`src/rtl/voq_bank.sv`:
```
// Bank of NUM_Q independent pointer FIFOs (virtual output queues), one per egress port.
// Enqueue by destination, dequeue by scheduler-selected queue, per-queue flush and drop accounting.

module voq_queue #(
  parameter int DEPTH  = 16,
  parameter int ADDR_W = 10,
  parameter int CNT_W  = $clog2(DEPTH) + 1
) (
  input  logic              clk,
  input  logic              rst_n,
  input  logic              wr_i,
  input  logic              rd_i,
  input  logic              flush_i,
  input  logic [ADDR_W-1:0] wr_ptr_i,
  output logic [ADDR_W-1:0] head_o,
  output logic              rd_ok_o,
  output logic              wr_drop_o,
  output logic [CNT_W-1:0]  count_o,
  output logic              empty_o,
  output logic              full_o
);
  localparam int IDX_W = CNT_W - 1;
  localparam logic [CNT_W-1:0] FULL_CNT = CNT_W'(DEPTH);

  logic [ADDR_W-1:0] mem_q [DEPTH];
  logic [IDX_W-1:0]  wr_idx_q, wr_idx_d, rd_idx_q, rd_idx_d;
  logic [CNT_W-1:0]  count_q, count_d;
  logic              empty_q, empty_d, full_q, full_d;
  logic              wr_ok, rd_ok;

  always_comb begin
    // A full queue still takes a write when the same-cycle read frees a slot.
    rd_ok    = rd_i && !flush_i && (count_q != '0);
    wr_ok    = wr_i && !flush_i && ((count_q != FULL_CNT) || rd_ok);
    wr_idx_d = wr_idx_q;
    rd_idx_d = rd_idx_q;
    count_d  = count_q;
    if (flush_i) begin
      wr_idx_d = '0;
      rd_idx_d = '0;
      count_d  = '0;
    end else begin
      if (wr_ok) wr_idx_d = wr_idx_q + 1'b1;
      if (rd_ok) rd_idx_d = rd_idx_q + 1'b1;
      count_d = count_q + CNT_W'(wr_ok) - CNT_W'(rd_ok);
    end
    empty_d = (count_d == '0);
    full_d  = (count_d == FULL_CNT);
  end

  always_ff @(posedge clk or negedge rst_n) begin
    if (!rst_n) begin
      wr_idx_q <= '0;
      rd_idx_q <= '0;
      count_q  <= '0;
      empty_q  <= 1'b1;
      full_q   <= 1'b0;
    end else begin
      wr_idx_q <= wr_idx_d;
      rd_idx_q <= rd_idx_d;
      count_q  <= count_d;
      empty_q  <= empty_d;
      full_q   <= full_d;
    end
  end

  always_ff @(posedge clk) begin
    if (wr_ok) mem_q[wr_idx_q] <= wr_ptr_i;
  end

  assign head_o    = mem_q[rd_idx_q];
  assign rd_ok_o   = rd_ok;
  assign wr_drop_o = wr_i && !flush_i && !wr_ok;
  assign count_o   = count_q;
  assign empty_o   = empty_q;
  assign full_o    = full_q;
endmodule

module voq_bank #(
  parameter int NUM_Q  = 4,
  parameter int DEPTH  = 16,
  parameter int ADDR_W = 10,
  parameter int DROP_W = 16,
  localparam int QID_W = $clog2(NUM_Q),
  localparam int CNT_W = $clog2(DEPTH) + 1
) (
  input  logic                   clk,
  input  logic                   rst_n,
  input  logic                   wr_en_i,
  input  logic [QID_W-1:0]       wr_q_i,
  input  logic [ADDR_W-1:0]      wr_ptr_i,
  input  logic                   rd_en_i,
  input  logic [QID_W-1:0]       rd_q_i,
  input  logic [NUM_Q-1:0]       flush_i,
  output logic [ADDR_W-1:0]      rd_ptr_o,
  output logic                   rd_valid_o,
  output logic                   wr_drop_o,
  output logic [NUM_Q-1:0]       empty_o,
  output logic [NUM_Q-1:0]       full_o,
  output logic [NUM_Q*CNT_W-1:0] count_o,
  output logic [DROP_W-1:0]      drop_cnt_o
);
  logic [NUM_Q-1:0]             wr_sel, rd_sel, rd_ok, q_drop;
  logic [NUM_Q-1:0][ADDR_W-1:0] head;
  logic [NUM_Q-1:0][CNT_W-1:0]  cnt;

  logic [ADDR_W-1:0] rd_ptr_q, rd_ptr_d;
  logic              rd_valid_q, rd_valid_d;
  logic              wr_drop_q, wr_drop_d;
  logic [DROP_W-1:0] drop_cnt_q, drop_cnt_d;

  for (genvar q = 0; q < NUM_Q; q++) begin : g_q
    // Out-of-range queue ids select no queue at all.
    assign wr_sel[q] = wr_en_i && (int'(wr_q_i) == q);
    assign rd_sel[q] = rd_en_i && (int'(rd_q_i) == q);

    voq_queue #(.DEPTH(DEPTH), .ADDR_W(ADDR_W), .CNT_W(CNT_W)) u_q (
      .clk       (clk),
      .rst_n     (rst_n),
      .wr_i      (wr_sel[q]),
      .rd_i      (rd_sel[q]),
      .flush_i   (flush_i[q]),
      .wr_ptr_i  (wr_ptr_i),
      .head_o    (head[q]),
      .rd_ok_o   (rd_ok[q]),
      .wr_drop_o (q_drop[q]),
      .count_o   (cnt[q]),
      .empty_o   (empty_o[q]),
      .full_o    (full_o[q])
    );
  end

  always_comb begin
    rd_valid_d = |rd_ok;
    rd_ptr_d   = rd_ptr_q;
    for (int q = 0; q < NUM_Q; q++) begin
      if (rd_ok[q]) rd_ptr_d = head[q];
    end
    wr_drop_d  = (wr_en_i && !(|wr_sel)) || (|q_drop);
    drop_cnt_d = drop_cnt_q;
    if (wr_drop_d && (drop_cnt_q != '1)) drop_cnt_d = drop_cnt_q + 1'b1;
  end

  always_ff @(posedge clk or negedge rst_n) begin
    if (!rst_n) begin
      rd_ptr_q   <= '0;
      rd_valid_q <= 1'b0;
      wr_drop_q  <= 1'b0;
      drop_cnt_q <= '0;
    end else begin
      rd_ptr_q   <= rd_ptr_d;
      rd_valid_q <= rd_valid_d;
      wr_drop_q  <= wr_drop_d;
      drop_cnt_q <= drop_cnt_d;
    end
  end

  assign rd_ptr_o   = rd_ptr_q;
  assign rd_valid_o = rd_valid_q;
  assign wr_drop_o  = wr_drop_q;
  assign drop_cnt_o = drop_cnt_q;
  assign count_o    = cnt;
endmodule
```
`config.mk`:
```
export PLATFORM = sky130hd
export DESIGN_NAME = voq_bank
export DESIGN_NICKNAME = d
export VERILOG_FILES = /design/src/rtl/voq_bank.sv
export SDC_FILE = /design/constraint.sdc
export NUM_CORES = 1
export LEC_CHECK = 0
export CORE_MARGIN = 8
export CORE_UTILIZATION = 41
export CTS_BUF_LIST = sky130_fd_sc_hd__clkbuf_8 sky130_fd_sc_hd__clkbuf_16
export DETAILED_ROUTE_END_ITERATION = 10
export PLACE_DENSITY = 0.57
export SETUP_SLACK_MARGIN = 0.5
export SKIP_CTS_REPAIR_TIMING = 1
export SLEW_MARGIN = 20
export SYNTH_ARGS = -nofsm -noshare
export SYNTH_HDL_FRONTEND = slang
export SYNTH_HIERARCHICAL = 1
export SYNTH_SLANG_ARGS = --single-unit
```
`constraint.sdc`:
```
create_clock -name clk -period 4.2 [get_ports clk]
set_input_delay 0.84 -clock clk [delete_from_list [all_inputs] [get_ports clk]]
set_output_delay 0.84 -clock clk [all_outputs]
set_load 0.005 [all_outputs]
```
==> flow_summary.json <==
{
  "outcome": "completed",
  "synth.top_cell.area_share_pct": 63.29,
  "cts_buffers": 79,
  "worstSetupEndpointType": "register",
  "path_buf_inv": 2,
  "dieArea_um2": 83030,
  "post-place-ws_ns": 0.3103,
  "synth_edf_count": 640,
  "postRouteAntennaNets": 0,
  "crit_arrival_ns": 3.90,
  "core_um2": 73210,
  "first_pass_iters": 5,
  "tns_ns": 0,
  "via_per_inst": 5.469,
  "synth_area_leader_cell": "edfxtp_1",
  "ctsRootBufferMaster": "clkbuf_16",
  "die_width_um": 288.2,
  "setup_violations": 0,
  "syn_avg_cell_area_um2": 17.32,
  "path_cells": "clkdlybuf4s50_1 > and3b_1 > nand2b_1 > a31oi_4 > inv_1 > o21ai_0 > ha_1 > fa_1 > nor3_1 > nor4bb_1",
  "min_path_type": "input pin to asynchronous set/reset pin",
  "ff_latch_area_um2": 21440,
  "ys.flop_type": "edfxtp_1",
  "startpoint_type": "input pin",
  "clk_path_buf_depth": 3,
  "grt_max_degree": 57,
  "async_reset_ff_share_pct": 12.09,
  "fillers": 6094,
  "io_buffers": 77,
  "num_vias": 16120,
  "path_class": "input pin to register",
  "n_antenna_cell": 0,
  "remaining_drc_errors": 0,
  "final_nets": 1994,
  "final_common_cell": "edfxtp_1",
  "ys_warn_count": 6,
  "cts_sinks": 728,
  "postSynthCellCount": 1753,
  "layout.cells.most_common_list": "edfxtp_1, mux2i_1, buf_4",
  "final.setup_skew_ns": 0.02513,
  "maxCapViolCount": 0,
  "area_growth_pct": 15.81,
  "grt_usage_pct": 16.99,
  "cts.clk_slew.worst_paths_ns": 0.06,
  "drtIter0Drc": 1193,
  "required_ns": 4.71,
  "overflow": 0,
  "htree_levels": 3,
  "grt_pass1_vias": 16710,
  "yosysSeqAreaShare_pct": 70.56,
  "period_share_pct": 80.57,
  "worst_ir_drop_vdd_mv": 0.2648,
  "top_level_ports": 78,
  "syn-num-nets": 1820,
  "cts_tree": "yes",
  "hold_viol_final": 0,
  "antenna_found_initial": 2,
  "drive_above_1_share_pct": 17.56,
  "period_minus_slack_ns": 3.384,
  "setup_slack_ns": 0.8161,
  "slowest_stage": "and3b_1",
  "tightest_slew_ns": 1.087,
  "wl_per_cell_um": 23.95,
  "p_per_area_nw_per_um2": 474.6,
  "start_util_pct": 41.48,
  "grt_pass1_wl_mm": 106.4,
  "slew_violations": 0,
  "dieHeight_um": 288.2,
  "rsz0062_at_grt": "no",
  "cp_max_fo": 7,
  "slowest_delay_ns": 0.59,
  "synthTopCellsByArea": "edfxtp_1, dfrtp_1, mux2i_1, mux4_2, a221oi_1",
  "hpwl_mm": 44.87,
  "fmax_mhz": 295.5,
  "clk_latency_ns": 0.62,
  "drt_wl_total_mm": 70.59,
  "multi_input_area_um2": 8190,
  "ys_seq_elements": 728,
  "p_leak_uw": 0.01164,
  "synth_cell_types": 67,
  "crit_family": "simple AND/OR/NAND/NOR gates",
  "synth_area_um2": 30370,
  "rows": 99,
  "place.gp.congestion": 0.7825,
  "max-slew-margin-rel_pct": 27.54
}
## through the flow
stage	cells	power, uW	cell area, um^2	hold slack [ns]	utilization [%]
after CTS	2947	16900	35170	0.3556	48.04
final	2947	16690	35170	0.3461	48.04
after global routing	2947	17330	35170	0.4028	48.04
after global placement	2805	10030	32620	0.4963	44.56
after floorplan	1753	9392	30370	0.4992	-
after detailed placement	2805	10060	32620	0.5029	44.56
## synthesized netlist by cell type (40+ instances only)
cell type and number:
a221oi_1 74, a22oi_1 40, and2_1 48, clkbuf_1 41
dfrtp_1 84, edfxtp_1 640, ha_1 41, inv_1 52
mux2i_1 190, mux4_2 79, nand2_1 66, nor2_1 64
o21ai_0 49
## report_power, final
group          leakage [uW]  switching [uW]  internal (uW)
sequential          0.00691             213           8050
clock               0.00134            2760           4040
combinational       0.00338             819            813
## path summary, 6_finish.rpt
| check | startpoint | end | slack (ns) | cells after the start |
|---|---|---|---|---|
| setup / recovery | wr_q_i[1] | g_q[1].u_q/full_o | 0.82 | 10 |
| hold / removal | rst_n | g_q[1].u_q/count_o[1] | 0.35 | 1 |
| setup reg to reg | g_q[1].u_q/rd_idx_q[2] | rd_ptr_o[8] | 0.97 | 8 |
| hold reg to reg | drop_cnt_o[8] | drop_cnt_o[8] | 0.51 | 1 |
| max in group asynchronous | rst_n | g_q[2].u_q/empty_o | 2.97 | 2 |
| min in group clk | drop_cnt_o[8] | drop_cnt_o[8] | 0.51 | 1 |
## flip-flops by register name, indices dropped and copies added, names as in the netlist
name	cells
drop_cnt_o	16
g_q.u_q/count_o	20
g_q.u_q/empty_o	4
g_q.u_q/full_o	4
g_q.u_q/mem_q	640
g_q.u_q/rd_idx_q	16
g_q.u_q/wr_idx_q	16
rd_ptr_o	10
rd_valid_o	1
wr_drop_o	1
## kinds of logic (layout without fill, tap and decap cells)
kind of cell	after synthesis	in the layout	share of synthesized area, %
xor gates and xnor gates	46	46	1.327
buffers and inverters	136	371	2.575
and+or+nand+nor	288	288	5.373
adders and majority gates	45	45	1.953
muxes	272	272	12.30
AOI/OAI and AO/OA	238	238	5.921
DFF	728	728	70.56
## per-layer routing
layer	global-route usage (%)	wire length [um]	share of wire, %	vias up
met5	0	0	0	-
met4	4.802	1412	2.0	0
met3	3.136	3961	5.6	90
met2	27.56	33610	48	411
met1	23.46	31610	45	8338
li1	-	-	-	7277
## final cells by class
| cell class | count | area share [%] |
|---|---|---|
| Tap cell | 959 | 3.412 |
| Timing Repair Buffer | 174 | 4.504 |
| Clock buffer | 84 | 5.881 |
| Inverter | 55 | 0.5871 |
| Multi-Input combinational cell | 889 | 23.29 |
| Clock inverter | 58 | 1.356 |
| Sequential cell | 728 | 60.97 |
No activity file was read; power rests on OpenSTA's default activity.
==> edit 1: new RTL, same settings <==
Put a register stage on the output `count_o`, with the module's reset. The value now appears one clock later. The other outputs are not delayed to match.
--- a/src/rtl/voq_bank.sv
+++ b/src/rtl/voq_bank.sv
@@ -100,6 +100,8 @@
   output logic [NUM_Q*CNT_W-1:0] count_o,
   output logic [DROP_W-1:0]      drop_cnt_o
 );
+
+  logic [NUM_Q*CNT_W-1:0] count_c;
   logic [NUM_Q-1:0]             wr_sel, rd_sel, rd_ok, q_drop;
   logic [NUM_Q-1:0][ADDR_W-1:0] head;
   logic [NUM_Q-1:0][CNT_W-1:0]  cnt;
@@ -159,5 +161,13 @@
   assign rd_valid_o = rd_valid_q;
   assign wr_drop_o  = wr_drop_q;
   assign drop_cnt_o = drop_cnt_q;
-  assign count_o    = cnt;
+  assign count_c    = cnt;
+  always_ff @(posedge clk or negedge rst_n) begin
+    if (!rst_n) begin
+      count_o <= '0;
+    end else begin
+      count_o <= count_c;
+    end
+  end
+
 endmodule
Behaviour: not the same (Yosys sat finds a counterexample within 4 cycles, from zero or initial values and one cycle with rst_n low).
==> edit 1 against the unedited design <==
  * Routed wire length up 2.2%
  * Worst setup slack worse by 0.062 ns
  * Synthesized area up 1.6%
  * Final area up 0.64%
  * Sequential cell count up 20
  * Core utilization down 0.50 points
  * Power up 1.1%
  * Largest cell class unchanged
==> edit 1: results (changes against the unedited design) <==
| Metric | Value |
|---|---|
| Outcome | `completed` |
| Leak | `11.76 nW (+1.1%)` |
| Vias | `16285 (+1.0%)` |
| Detailed Route WL | `72110 um (+2.2%)` |
| # nets final | `2000 (+0.30%)` |
| Share of layout cells above drive strength 1 | `16.39% (-1.2 points)` |
| DP Area | `0.03284 mm2 (+0.68%)` |
| Wl on met1 | `32620 um (+3.2%)` |
| VDD IR max | `282.2 uV (+6.6%)` |
| Critical-path top delay cell | `clkdlybuf4s50_1` |
| Pre-CTS WS | `0.2298 ns (-0.08048 ns)` |
| Post-synth top cells | `edfxtp_1 (640), mux2i_1 (188), dfrtp_1 (104)` |
| Grt met1 use | `23.49% (+0.025 points)` |
| Initial antenna violation count | `3 (+1)` |
| GRT Overall Usage | `16.81% (-0.18 points)` |
| Clk network pwr share | `39.9% (-0.8 points)` |
| Synth unique cells | `63 (-6.0%)` |
| Sequential group share of total power | `50.6% (+1.1 points)` |
| Clk pwr | `6.73 mW (-1%)` |
| Detailed Place HPWL | `45470 um (+1.3%)` |
| Data arrival, critical path | `3.95 ns (+0.05 ns)` |
| Clock Skew | `0.02840 ns (+0.003273 ns)` |
| First-pass GRT wire length | `108000 um (+1.4%)` |
| Vias in the first global route | `16651 (-0.34%)` |
| Worst slew pin tran | `1.073 ns (-0.01411 ns)` |
| CP max stage delay | `0.54 ns (-0.05 ns)` |
| Met2 wire length | `33490 um (-0.34%)` |
| Post-synthesis sequential area ratio | `71.04% (+0.48 points)` |
## edit 1: cell count changes after synthesis, sizes merged, moves of 3 or more
cell	delta
nor2	-13
o21ai	+11
a21oi	-6
or4	-3
dfrtp	+20
a211oi	+6
nand2	+9
inv	+4
## edit 1: layout make-up
class | count | area (um2) | area share [%]
clock buffers | 88 | 2135 | 6.031
well taps | 969 | 1212 | 3.426
clock inverters | 57 | 377.9 | 1.068
repair buffers | 154 | 1335 | 3.772
flip-flops and latches | 748 | 21940 | 62.00
diodes | 2 | 5.005 | 0.01414
inverters | 59 | 221.5 | 0.6258
multi-input cells | 889 | 8164 | 23.07
## edit 1: metrics by stage
step	utilization [%]	instances
final	47.54	2966
after detailed placement	44.12	2818
after CTS	47.49	2963
after floorplan	-	1778
after global placement	44.12	2818
after global routing	47.53	2964
## edit 1: final timing paths
check                                            start                endpoint  depth (start not counted)  slack, ns
worst max-delay path                         rd_q_i[1]       g_q[1].u_q/full_o                         10       0.75
worst min-delay path                             rst_n             count_o[17]                          1       0.27
worst max register to register  g_q[1].u_q/rd_idx_q[0]             rd_ptr_o[6]                          9       1.07
worst min register to register   g_q[0].u_q/count_o[2]              count_o[2]                          0       0.42
max in group asynchronous                        rst_n  g_q[3].u_q/rd_idx_q[0]                          2       2.98
min in group clk                 g_q[0].u_q/count_o[2]              count_o[2]                          0       0.42
## edit 1: cell families (layout without fill, tap and decap cells)
kind of cell	Yosys count	in the layout	share of synthesized area [%]
and+or+nand+nor	280	280	5.092
other	0	2	0
xor gates and xnor gates	46	46	1.305
adders and majority gates	45	45	1.922
buffers and inverters	141	358	2.635
DFF	748	748	71.04
AOI/OAI and AO/OA	248	248	5.963
muxes	270	270	12.04
==> edit 2: new RTL, same settings <==
Without the edit above. Set the parameter `NUM_Q` to 8 (it was 4).
--- a/src/rtl/voq_bank.sv
+++ b/src/rtl/voq_bank.sv
@@ -77,7 +77,7 @@
 endmodule
 
 module voq_bank #(
-  parameter int NUM_Q  = 4,
+  parameter int NUM_Q  = 8,
   parameter int DEPTH  = 16,
   parameter int ADDR_W = 10,
   parameter int DROP_W = 16,
Ports: changed (6 resized); port bits go from 78 to 112. The function was not compared with the original's and may differ.
==> edit 2 against the unedited design <==
  * Synthesized area increased by 96%
  * Maximum frequency down 0.30%
  * Core utilization down 0.57 points
  * Clock power grew 91%
  * Sequential cell count is 700 higher
  * Final cell count up 96%
  * Power is 88% higher
  * Final area is 96% higher
  * Worst setup slack got worse by 0.010 ns
  * Routed wire length up 110%
  * Count of clock-buffer cells in the layout grew 80
  * Critical path type unchanged
  * Largest cell class unchanged
==> edit 2: results (changes against the unedited design) <==
| Metric | Value |
|---|---|
| Crit path capture | `g_q[5].u_q/full_o` |
| Mapped Cells | `3417 (+95%)` |
| Share of layout cells above drive strength 1 | `17.80% (+0.24 points)` |
| Area contributors post-synth | `edfxtp_1 (65%), mux4_2 (5.9%), dfrtp_1 (5.9%)` |
| Routed wl met3 | `9784 um (+150%)` |
| Inst Count DP | `5499 (+96%)` |
| Clock Skew | `0.03084 ns (+0.005709 ns)` |
| Reg-to-Reg Start | `g_q[0].u_q/rd_idx_q[0]` |
| Post-synth top cells | `edfxtp_1 (1280), mux2i_1 (344), mux4_2 (157)` |
| Critical-path top delay cell | `clkdlybuf4s50_1` |
| Reg2reg setup slack | `0.87 ns (-0.10 ns)` |
| First-pass GRT wire length | `215700 um (+100%)` |
| Initial antenna violation count | `6 (+4)` |
| Outcome | `completed` |
| Post-synthesis sequential area ratio | `70.78% (+0.22 points)` |
| Syn nets | `3534 (+94%)` |
| Fin cells | `5773 (+96%)` |
| Number of synthesized flops with an enable pin | `1280 (+100%)` |
| Slew margin rel. | `33.03% (+5.5 points)` |
| Leak | `22.26 nW (+91%)` |
| R2R cell count | `9 (+1)` |
| Pre-CTS WS | `-0.06274 ns (-0.3730 ns)` |
| Largest net degree at the start of global routing | `129 (+130%)` |
| Vias | `31714 (+97%)` |
| CP max stage delay | `0.48 ns (-0.11 ns)` |
| RR Endpoint | `rd_ptr_o[3]` |
| Synth Area in Compound Gates | `6.589% (+0.67 points)` |
edit 2: cell count changes after synthesis, sizes merged, moves of 46 or more:
cell	delta
a221oi	+86
a22oi	+46
dfrtp	+56
edfxtp	+640
inv	+50
mux2i	+154
mux4	+80
nand2	+47
nor2	+52
o21ai	+47
edit 2: power groups by stage:
stage                     logic [mW]  clock network (mW)  registers (mW)
after floorplan                 1.33                   0            16.1
after global placement          2.25                   0            16.4
after detailed placement        2.28                   0            16.4
after CTS                       2.29                13.3            16.1
after global routing            2.47                13.8            16.1
final                           2.25                13.0            16.1
edit 2: layout make-up:
cell class | count | area (um2)
Multi-Input combinational cell | 1717 | 15910
Tap cell | 1917 | 2399
Sequential cell | 1428 | 42180
Timing Repair Buffer | 329 | 3034
Clock inverter | 108 | 799.5
Fill cell | 12170 | 76100
Inverter | 109 | 409.1
Antenna cell | 1 | 2.502
Clock buffer | 164 | 4036
